File: src/rtl/pipe_stage_reg.sv
// Pipeline boundary register: payload, valid, carry channel, hold counter.
// Optional perf counters under PIPE_STAGE_PERF_EN.
module pipe_stage_reg #(
  parameter int                STAGE     = 3,
  parameter int                DATA_W    = 64,
  parameter logic [DATA_W-1:0] NOP_VALUE = '0,
  parameter int                CARRY_W   = 66,
  parameter int                HOLD_W    = 4
) (
  input  logic               clk,
  input  logic               rst,
  input  logic [5:0]         stall,
  input  logic               flush,
  input  logic               in_valid,
  input  logic [DATA_W-1:0]  in_payload,
  input  logic [CARRY_W-1:0] in_carry,
  output logic               out_valid,
  output logic [DATA_W-1:0]  out_payload,
  output logic [CARRY_W-1:0] out_carry,
  output logic [HOLD_W-1:0]  out_hold,
  output logic               out_bubble
`ifdef PIPE_STAGE_PERF_EN
  ,
  output logic [31:0]        perf_stall_cnt,
  output logic [31:0]        perf_bubble_cnt
`endif
);

  localparam logic [2:0] UP = 3'(STAGE);
  localparam logic [2:0] DN = 3'(STAGE + 1);

  logic up_stop;
  logic dn_stop;
  logic do_flush;
  logic do_bubble;
  logic do_adv;
  logic do_hold;

  always_comb begin
    up_stop   = stall[UP];
    dn_stop   = stall[DN];
    do_flush  = flush;
    do_bubble = !flush && up_stop && !dn_stop;
    do_adv    = !flush && !up_stop;
    do_hold   = !flush && up_stop && dn_stop;
  end

  always_ff @(posedge clk or negedge rst) begin
    if (!rst) begin
      out_valid   <= 1'b0;
      out_payload <= NOP_VALUE;
      out_carry   <= '0;
      out_hold    <= '0;
      out_bubble  <= 1'b0;
    end else begin
      unique case (1'b1)
        do_flush: begin
          out_valid   <= 1'b0;
          out_payload <= NOP_VALUE;
          out_carry   <= '0;
          out_hold    <= '0;
          out_bubble  <= 1'b0;
        end
        do_bubble: begin
          out_valid   <= 1'b0;
          out_payload <= NOP_VALUE;
          out_carry   <= in_carry;
          out_hold    <= '0;
          out_bubble  <= 1'b1;
        end
        do_adv: begin
          out_valid   <= in_valid;
          out_payload <= in_payload;
          out_carry   <= '0;
          out_hold    <= '0;
          out_bubble  <= 1'b0;
        end
        do_hold: begin
          out_carry  <= in_carry;
          out_bubble <= 1'b0;
          // saturate rather than wrap so long stalls stay visible
          if (out_hold != '1)
            out_hold <= out_hold + 1'b1;
        end
        default: begin
          out_bubble <= 1'b0;
        end
      endcase
    end
  end

`ifdef PIPE_STAGE_PERF_EN
  always_ff @(posedge clk or negedge rst) begin
    if (!rst) begin
      perf_stall_cnt  <= '0;
      perf_bubble_cnt <= '0;
    end else begin
      if (do_hold)
        perf_stall_cnt <= perf_stall_cnt + 32'd1;
      if (do_bubble)
        perf_bubble_cnt <= perf_bubble_cnt + 32'd1;
    end
  end
`endif

endmodule

File: config.mk
export PLATFORM = sky130hd
export DESIGN_NAME = pipe_stage_reg
export DESIGN_NICKNAME = d
export VERILOG_FILES = /design/src/rtl/pipe_stage_reg.sv
export SDC_FILE = /design/constraint.sdc
export NUM_CORES = 1
export LEC_CHECK = 0
export BUFFER_PORTS_ARGS = -buffer_cell sky130_fd_sc_hd__buf_2
export CAP_MARGIN = 10
export CORE_AREA = 2 2 107 109
export DETAILED_ROUTE_END_ITERATION = 7
export DIE_AREA = 0 0 109 111
export PLACE_DENSITY = 0.9
export SLEW_MARGIN = 20
export SYNTH_ARGS = -nofsm -noshare
export SYNTH_HDL_FRONTEND = slang
export SYNTH_SLANG_ARGS = --single-unit
File: constraint.sdc
create_clock -name clk -period 1.55 [get_ports clk]
set_input_delay 0.0775 -clock clk [delete_from_list [all_inputs] [get_ports clk]]
set_output_delay 0.0775 -clock clk [all_outputs]
set_load 0.005 [all_outputs]
==> results of run 1 <==
==> logic make-up after synthesis <==
group / share of synthesized area, %
compound gates: 12.4
xor+xnor: 0.189
fa+ha+maj: 0.270
buf+inv: 2.89
flops: 73.4
mux: 0.216
simple gates: 10.7
==> what timing repair did <==
action / in CTS / in global routing
endpoints found under the hold margin: 251 / 0
setup buffers: 0 / 0
hold buffers: 133 / 0
==> stage by stage <==
| step | power [mW] | instances | hold WS [ns] |
|---|---|---|---|
| finish | 9.06 | 869 | 0.0832 |
| global route | 9.38 | 869 | 0.0733 |
| CTS | 9.11 | 869 | 0.0605 |
| detailed placement | 4.47 | 705 | 0.00745 |
| global placement | 4.44 | 705 | 0.00306 |
| floorplan | 4.03 | 307 | -0.218 |
==> how the worst max path moves through the flow <==
stage | to | slack (ns) | depth (start not counted)
after floorplan | out_hold[1] | 0.41 | 4
after global placement | out_payload[56] | 0.08 | 4
after detailed placement | out_payload[10] | 0.05 | 4
after CTS | out_payload[0] | 0.30 | 4
after global routing | out_payload[60] | 0.25 | 4
final | out_payload[10] | 0.27 | 4
==> cells in the final DEF, fill, tap and decap left out, drive strengths merged, types with 5 or more instances in the layout <==
master | synthesis | final
a22o | 65 | 65
and2 | 67 | 67
buf | 14 | 276
dlygate4sd3 | 0 | 133
clkbuf | 7 | 18
clkinv | 0 | 6
bufinv | 0 | 5
nor2 | 5 | 5
dfrtp | 136 | 136
==> critical path: stages <==
cell           delay (ns)
dlygate4sd3_1        0.52
buf_2                0.12
and2_4               0.58
a22o_1               0.27
==> power by group through the flow <==
stage | Clock, mW | Sequential [mW] | Combinational, mW
2_1_floorplan | 0 | 3.84 | 0.188
3_3_place_gp | 0 | 3.82 | 0.626
3_5_place_dp | 0 | 3.83 | 0.646
4_1_cts | 4.44 | 3.77 | 0.909
5_1_grt | 4.58 | 3.78 | 1.02
6_report | 4.35 | 3.77 | 0.936
==> flip-flops by register name (all words and copies together) (netlist names) <==
register	count
out_bubble	1
out_carry	66
out_hold	4
out_payload	64
out_valid	1
==> layer usage <==
metal	up-vias	share of wire [%]	routed length [microns]	global-route usage, %
met2	235	51	7950	44.2
met1	2008	38	5860	29.5
met3	31	8.9	1390	8.76
met4	0	2.5	394	12.6
met5	-	0	0	0
li1	1875	-	-	-
==> layout make-up <==
cell class,instances,area share (%)
clock buffer,18,5.42
clock inverter,13,2.50
multi-input combinational,150,13.7
sequential,136,42.0
tap,143,2.21
timing repair buffer,409,34.2
==> impl_metrics.toml, run 1 <==
[drt]
vias = 4149
route.detailed.drc = 0
initialDrtViolationCount = 333
routed_wl_microns = 15600
post_drt_via_cell_ratio = 4.77
detail-route-antenna-nets = 0
dr.pass1.iters = 4
wl_per_cell_microns = 17.9

[power_and_ir_drop]
power_density_mw_per_mm2 = 1120
comb_power_share_pct = 10.3
power_switching_mw = 1.93
p_int_mw = 7.13
leakagePower_nw = 4.45
p_sw_share_pct = 21.3
p_seq_share_pct = 41.7
p_clk_share_pct = 48.0
ir_drop_mv = 0.810

[placed_design]
port_buffers = 271
gp_congestion = 0.776
placedInstanceArea_sq_mm = 0.00613
dp_slack_ns = 0.0465
dp_hpwl_microns = 8500

[global_route]
grt-ovfl-total = 0
grt_max_degree = 66
antenna_found_initial = 0
grt_pass1_wl_microns = 23600
grt_pass1_vias = 4596
groute.usage.overall_pct = 26.3

[synthesis]
ys_async_sr_fraction_pct = 100
yosysTopAreaCellShare_pct = 73.4
ys_types = 18
ys.flop_type = "dfrtp_1"
synth.avg_cell_area_sq_um = 15.1
synth_top_cells_by_area = "dfrtp_1 73%, a22o_1 12%, and2_1 8.9%"
synth_edf_count = 0
synth_seq_cells = 136
netlist_instances = 307
ys_warn_count = 0
yosys.area.top_type = "dfrtp_1"
ys_seq_area_share_pct = 73.4
yosysMostFrequentCell = "dfrtp_1"
syn_area_sq_mm = 0.00464
synthTopCellsByCount = "136 x dfrtp_1, 66 x and2_1, 65 x a22o_1, 8 x buf_2, 7 x clkbuf_1"
synth_nets = 448

[job]
drv_cap = 0

[clock_tree]
clk_pin_slew_worst_paths_ns = 0.06
cts-root-buf = "clkbuf_16"
ctsHtreeMaxLevel = 4
cts_tree = "built"
cts_buffer_depth = 2
clk_latency_ns = 0.40
cts_buffers = 17
clock_sinks = 136
ctsResizeCount = 0

[min_path]
holdPathStages = 3
min-delay-start = "flush"
hp-class = "primary input to register"
min_to = "out_bubble"

[layout]
postLayoutCoreUtil_pct = 73.2
stdcell_area_sq_mm = 0.00810
antenna_cells = 0
regArea_sq_mm = 0.00340
nets = 855
area_growth_pct = 74.6
fillers = 655
drive_above_1_share_pct = 42.7
multi_input_area_sq_mm = 0.00111

[worst_setup_path]
r2r_end = "out_hold[1]"
worst-r2r-cell-count = 4
worstReg2RegStart = "out_hold[0]"
worstSetupPathType = "primary input to register"
crit_start = "stall[4]"
critPathArrivalTime_ns = 1.61
critPathLaunchType = "primary input"
cp_data_required_time_ns = 1.88
r2r_slack_ns = 0.36
cp-end-kind = "register"
worstPathMaxFanout = 65

[sta]
setup-tns-final_ns = 0
period_minus_slack_ns = 1.28
skew_ns = 0.00342
period_share_pct = 82.4
setup_slack_ns = 0.273
rsz0062_at_grt = "false"
hold_viol_final = 0
max_slew_margin_pct = 53.7
tightest_slew_ns = 0.694
setup_viol = 0
fmaxAchievable_mhz = 783
drv_slew = 0

[run_status]
status = "complete, no violations"

[die]
core_sq_mm = 0.0111
num_rows = 39
die_area_sq_mm = 0.0121
die_x_microns = 109
dieHeight_microns = 111
ios = 276
initial_core_util_pct = 41.9
Power figures use the tool's default switching activity.
==> run 2: changes to the inputs <==
ABC_AREA = 1   (was not set)
CORE_AREA = not set   (was 2 2 107 109)
CORE_UTILIZATION = 40   (was not set)
DIE_AREA = not set   (was 0 0 109 111)
PLACE_DENSITY = 0.87   (was 0.9)
clock period = 1.09 ns   (was 1.55 ns; I/O delays follow)
==> run 2 against run 1 <==
Compared with the run above:
- worst setup slack got worse by 0.27 ns
- flip-flop and latch count did not move
- critical path type is now register to output port
- hold slack improved by 0.017 ns
- die area rose by 6.8%
- critical endpoint is now out_hold[1]
- first-iteration DRC count rose by 22%
- clock skew fell by 0.0034 ns
- clock-buffer cell count rose by 2
- design area rose by 7.8%
- synthesized area rose by 7.6%
- power rose by 43%
==> impl_metrics.toml, run 2 <==
[synthesis]
yosysMostFrequentCell = "nand2_1"
ys_seq_area_share_pct = 68.2
yosysTopAreaCellShare_pct = 68.2
synth_edf_count = 0
netlist_instances = 519
ys_async_sr_fraction_pct = 100
ys.flop_type = "dfrtp_1"
yosys.area.top_type = "dfrtp_1"
synth_nets = 660
synth_seq_cells = 136
synthTopCellsByCount = "138 x nand2_1, 136 x dfrtp_1, 72 x nor2_1, 70 x inv_1, 70 x nand3_1"
ys_types = 15
syn_area_sq_mm = 0.00499
synth.avg_cell_area_sq_um = 9.61
synth_top_cells_by_area = "dfrtp_1 68%, nand2_1 10%, nand3_1 7.0%"
ys_warn_count = 0

[power_and_ir_drop]
power_density_mw_per_mm2 = 1490
p_total_mw = 13.0
ir_drop_mv = 0.994
leakagePower_nw = 5.18

[sta]
setup_viol = 0
rsz0062_at_grt = "true"
hold_viol_final = 0
period_share_pct = 99.8
skew_ns = 0.0000481
period_minus_slack_ns = 1.09
whs_ns = 0.101
tightest_slew_ns = 0.332
setup_slack_ns = 0.00239
setup-tns-final_ns = 0
max_slew_margin_pct = 77.8
fmaxAchievable_mhz = 919
drv_slew = 0

[global_route]
antenna_found_initial = 0
grt_pass1_vias = 5542
grt_pass1_wl_microns = 26900
grt_max_degree = 68
grt-ovfl-total = 0
groute.usage.overall_pct = 27.7

[layout]
nets = 1076
stdcell_area_sq_mm = 0.00873
stdcell_count = 1116
final_cell_mix = "267 x buf_2, 138 x nand2_1, 135 x dfrtp_1"
layout_commonest_cell = "buf_2"
multi_input_area_sq_mm = 0.00118
area_growth_pct = 75.0
regArea_sq_mm = 0.00340
drive_above_1_share_pct = 34.9
antenna_cells = 0
postLayoutCoreUtil_pct = 72.4
fillers = 741
largest_register = "out_carry"
top_regs = "out_carry x66, out_payload x64, out_hold x4"
largest_reg_flops = 66

[drt]
wl_per_cell_microns = 16.2
initialDrtViolationCount = 405
dr.pass1.iters = 5
post_drt_via_cell_ratio = 4.68
route.detailed.drc = 0
routed_wl_microns = 18100
vias = 5225
detail-route-antenna-nets = 0

[die]
initial_core_util_pct = 41.4
num_rows = 40
die_area_sq_mm = 0.0129
core_sq_mm = 0.0121
dieHeight_microns = 114
die_x_microns = 114
ios = 276

[worst_setup_path]
cp_top_family = "flip-flops"
worstSetupPathType = "register to output port"
worst_path_most_repeated_cell = "buf_6"
critPathLaunchType = "register"
crit_slowest_cell = "dfrtp_1"
cp_data_required_time_ns = 1.04
cp-end-kind = "output port"
worstPathMaxFanout = 2
path_buf_inv = 2
critPathArrivalTime_ns = 1.03
worstPathCellList = "buf_6 > buf_6"
cp_slowest_stage_delay_ns = 0.40

[placed_design]
dp_hpwl_microns = 9150
port_buffers = 271
gp_congestion = 0.803
dp_slack_ns = 0.0527
placedInstanceArea_sq_mm = 0.00659
placed_cells = 943

[clock_tree]
cts_buffer_depth = 2
clock_sinks = 136
ctsHtreeMaxLevel = 4
clk_pin_slew_worst_paths_ns = 0.05
cts_buffers = 17
clk_latency_ns = 0.41
cts-root-buf = "clkbuf_16"
cts_tree = "built"

[min_path]
hp-class = "primary input to async pin"

[job]
drv_cap = 0

[run_status]
status = "complete, no violations"
-- run 2: cell count changes in the layout (fill, tap and decap cells not counted), moves of 4 or more --
cell,before,now
nand3_1,2,69
buf_4,2,7
nand2_1,2,138
and2_1,66,0
buf_6,1,7
nor2_1,4,71
buf_12,3,7
inv_1,0,69
a22o_1,65,0
-- run 2: repair_timing --
item	in CTS	in global routing
gates cloned	0	4
endpoints found under the setup margin	2	34
pin swaps	0	1
hold buffers	134	0
hold endpoints to repair	269	0
buffers inserted	2	1
resized for setup	4	6
-- run 2: final timing paths --
check | start | to | slack (ns) | cells past startpoint
max in group asynchronous | rst | out_hold[0] | 0.47 | 3
worst max-delay path | out_hold[1] | out_hold[1] | 0.002 | 2
min in group clk | flush | out_payload[54] | 0.15 | 5
worst min register to register | out_payload[28] | out_payload[28] | 0.47 | 2
worst min-delay path | rst | out_payload[4] | 0.10 | 2
worst max register to register | out_hold[1] | out_hold[1] | 0.04 | 5
-- run 2: layer usage --
layer  routed length, microns  GRT usage, %  vias to the layer above
met5                        0             0                        -
met4                      668          14.8                        0
met3                     1590          10.3                       60
met2                     9190          47.8                      282
met1                     6670          29.4                     2493
li1                         -             -                     2390
-- run 2: cell families (layout without fill, tap and decap cells) --
| kind of cell | count (synthesis) | after routing | synth area share, % |
|---|---|---|---|
| fa+ha+maj | 1 | 1 | 0.251 |
| flops | 136 | 136 | 68.2 |
| buf+inv | 99 | 528 | 8.27 |
| simple gates | 283 | 283 | 23.3 |
-- run 2: area by class of cell --
type | instances | share of cell area (%)
clock buffer | 20 | 5.35
sequential | 136 | 39.0
clock inverter | 12 | 1.98
inverter | 71 | 3.05
multi-input combinational | 284 | 13.6
timing repair buffer | 425 | 34.7
tap | 168 | 2.41
-- run 2: worst reg2reg max path, stage by stage, from the launching register on --
cell,delay (ns)
dfrtp_1,0.37
ha_2,0.22
nand3_2,0.13
nor2_2,0.14
nand2_1,0.06
nand2_1,0.06
-- run 2: where the power goes --
part | leakage [nW] | internal, mW | switching [mW]
Combinational | 3.04 | 0.815 | 0.708
Clock | 0.312 | 4.00 | 2.10
Sequential | 1.83 | 5.26 | 0.0924
Total | 5.18 | 10.1 | 2.90
==> run 3: changes to the inputs <==
CELL_PAD_IN_SITES_DETAIL_PLACEMENT = 1   (was not set)
CELL_PAD_IN_SITES_GLOBAL_PLACEMENT = 2   (was not set)
CORE_UTILIZATION = 22   (was 40)
PLACE_DENSITY = 0.86   (was 0.87)
==> run 3 against run 2 <==
Compared with the run above:
- the flow now finishes with violations (design-rule violations, negative setup slack)
- clock skew up 0.0012 ns
- combinational power about the same
- design area up 1.1%
- critical endpoint unchanged
- largest cell class unchanged
==> impl_metrics.toml, run 3 (same netlist as run 2, synthesis figures left out) <==
[layout]
largest_reg_flops = 66
area_growth_pct = 77.0
layout_commonest_cell = "buf_2"
stdcell_area_sq_mm = 0.00883
largest_register = "out_carry"
top_regs = "out_carry x66, out_payload x64, out_hold x4"
fillers = 2593
postLayoutCoreUtil_pct = 40.1
drive_above_1_share_pct = 35.1
stdcell_count = 1231
final_cell_mix = "267 x buf_2, 138 x nand2_1, 135 x dfrtp_1"
nets = 1078

[power_and_ir_drop]
power_density_mw_per_mm2 = 1430
p_total_mw = 12.6
leakagePower_nw = 5.16
ir_drop_mv = 0.849

[drt]
detail-route-antenna-nets = 0
initialDrtViolationCount = 234
dr.pass1.iters = 6
route.detailed.drc = 18
vias = 5069
wl_per_cell_microns = 15.3
post_drt_via_cell_ratio = 4.12
routed_wl_microns = 18800

[sta]
rsz0062_at_grt = "true"
fmaxAchievable_mhz = 896
period_minus_slack_ns = 1.12
max_slew_margin_pct = 73.9
setup_viol = 2
period_share_pct = 102
hold_viol_final = 0
setup_slack_ns = -0.0262
skew_ns = 0.00123
drv_slew = 0
tightest_slew_ns = 0.391

[global_route]
groute.usage.overall_pct = 16.3
grt_pass1_wl_microns = 29300
antenna_found_initial = 1
grt_pass1_vias = 5540
grt-ovfl-total = 0
grt_max_degree = 53

[worst_setup_path]
worstPathCellList = "buf_6 > buf_6"
cp-end-kind = "output port"
crit_start = "out_hold[1]"
worstSetupPathType = "register to output port"
r2r_slack_ns = 0.05
worstPathMaxFanout = 4
crit_path_end = "out_hold[1]"
critPathLaunchType = "register"
cp_slowest_stage_delay_ns = 0.42
crit_slowest_cell = "dfrtp_1"
worstReg2RegStart = "out_hold[1]"
worst_path_most_repeated_cell = "buf_6"
worst-r2r-cell-count = 5
r2r_end = "out_hold[1]"
cp_data_required_time_ns = 1.04
critPathArrivalTime_ns = 1.06

[placed_design]
dp_slack_ns = -0.00144
dp_hpwl_microns = 11600
placedInstanceArea_sq_mm = 0.00680
gp_congestion = 0.714
placed_cells = 1059
port_buffers = 271

[clock_tree]
cts_tree = "built"
clk_pin_slew_worst_paths_ns = 0.06
cts_buffers = 17
clk_latency_ns = 0.41
cts-root-buf = "clkbuf_16"
ctsHtreeMaxLevel = 4
cts_buffer_depth = 2
clock_sinks = 136

[die]
die_area_sq_mm = 0.0233
core_sq_mm = 0.0220
num_rows = 54
die_x_microns = 153
ios = 276
dieHeight_microns = 153
initial_core_util_pct = 22.7

[run_status]
status = "complete, but fails checks"
violations = "design-rule violations, negative setup slack"

[min_path]
hp-class = "primary input to register"
holdPathStages = 3

[job]
drv_cap = 0
-- run 3: cell types whose count changed in the layout (fill, tap and decap cells not counted) --
| cell | previous run | this run |
|---|---|---|
| buf_12 | 7 | 10 |
| bufinv_16 | 4 | 2 |
| clkinv_4 | 2 | 1 |
| buf_4 | 7 | 9 |
| diode_2 | 0 | 1 |
| clkinv_2 | 4 | 5 |
| clkinvlp_4 | 2 | 3 |
| clkbuf_1 | 0 | 1 |
| clkbuf_8 | 3 | 2 |
| dlygate4sd3_1 | 133 | 132 |
| inv_6 | 0 | 1 |
| clkbuf_16 | 20 | 18 |
-- run 3: timing repair --
| item | 4_1_cts | 5_1_grt |
|---|---|---|
| pin swaps | 0 | 1 |
| setup buffers | 1 | 4 |
| gates cloned | 0 | 1 |
| hold buffers | 133 | 0 |
| setup endpoints to repair | 3 | 8 |
| resized for setup | 3 | 8 |
| hold endpoints to repair | 268 | 0 |
-- run 3: how the worst min path moves through the flow --
| stage | start | to | slack [ns] |
|---|---|---|---|
| 6_report | stall[4] | out_bubble | 0.02 |
| 5_1_grt | stall[4] | out_bubble | 0.02 |
| 4_1_cts | stall[3] | out_hold[2] | 0.01 |
| 3_5_place_dp | rst | out_payload[33] | -0.003 |
| 3_3_place_gp | rst | out_payload[33] | -0.00003 |
| 2_1_floorplan | rst | out_bubble | -0.24 |
-- run 3: layer usage --
layer  vias to the layer above  global-route usage (%)  routed length, microns
li1                       2394                       -                       -
met1                      2443                    17.3                    7190
met2                       212                    29.3                    9640
met3                        20                    6.23                    1630
met4                         0                    5.72                     320
met5                         -                       0                       0
-- run 3: metrics by stage --
stage / hold slack [ns] / setup TNS, ns
2_1_floorplan: -0.241 / 0
3_3_place_gp: -0.0000325 / 0
3_5_place_dp: -0.00334 / -0.00144
4_1_cts: 0.0146 / -0.0437
5_1_grt: 0.0151 / -0.262
6_report: 0.0222 / -0.0342
-- run 3: where the power goes --
group	internal, mW	total, mW	switching [mW]
combinational	0.824	1.53	0.708
sequential	5.26	5.35	0.0860
clock	3.48	5.74	2.26
total	9.56	12.6	3.05
-- run 3: area by class of cell --
cell class                      instances  area, sq um  area share (%)
Timing Repair Buffer                  427         3040            34.4
Inverter                               71          267            3.02
Sequential cell                       136         3400            38.6
Multi-Input combinational cell        284         1180            13.4
Tap cell                              280          350            3.97
Clock inverter                         12          125            1.42
Clock buffer                           20          457            5.17
Antenna cell                            1         2.50          0.0283
-- run 3: critical path: cells and delay by family (launching register included) --
| family | cells | cell delay [ns] |
|---|---|---|
| flip-flops | 1 | 0.42 |
| buffers and inverters | 2 | 0.23 |
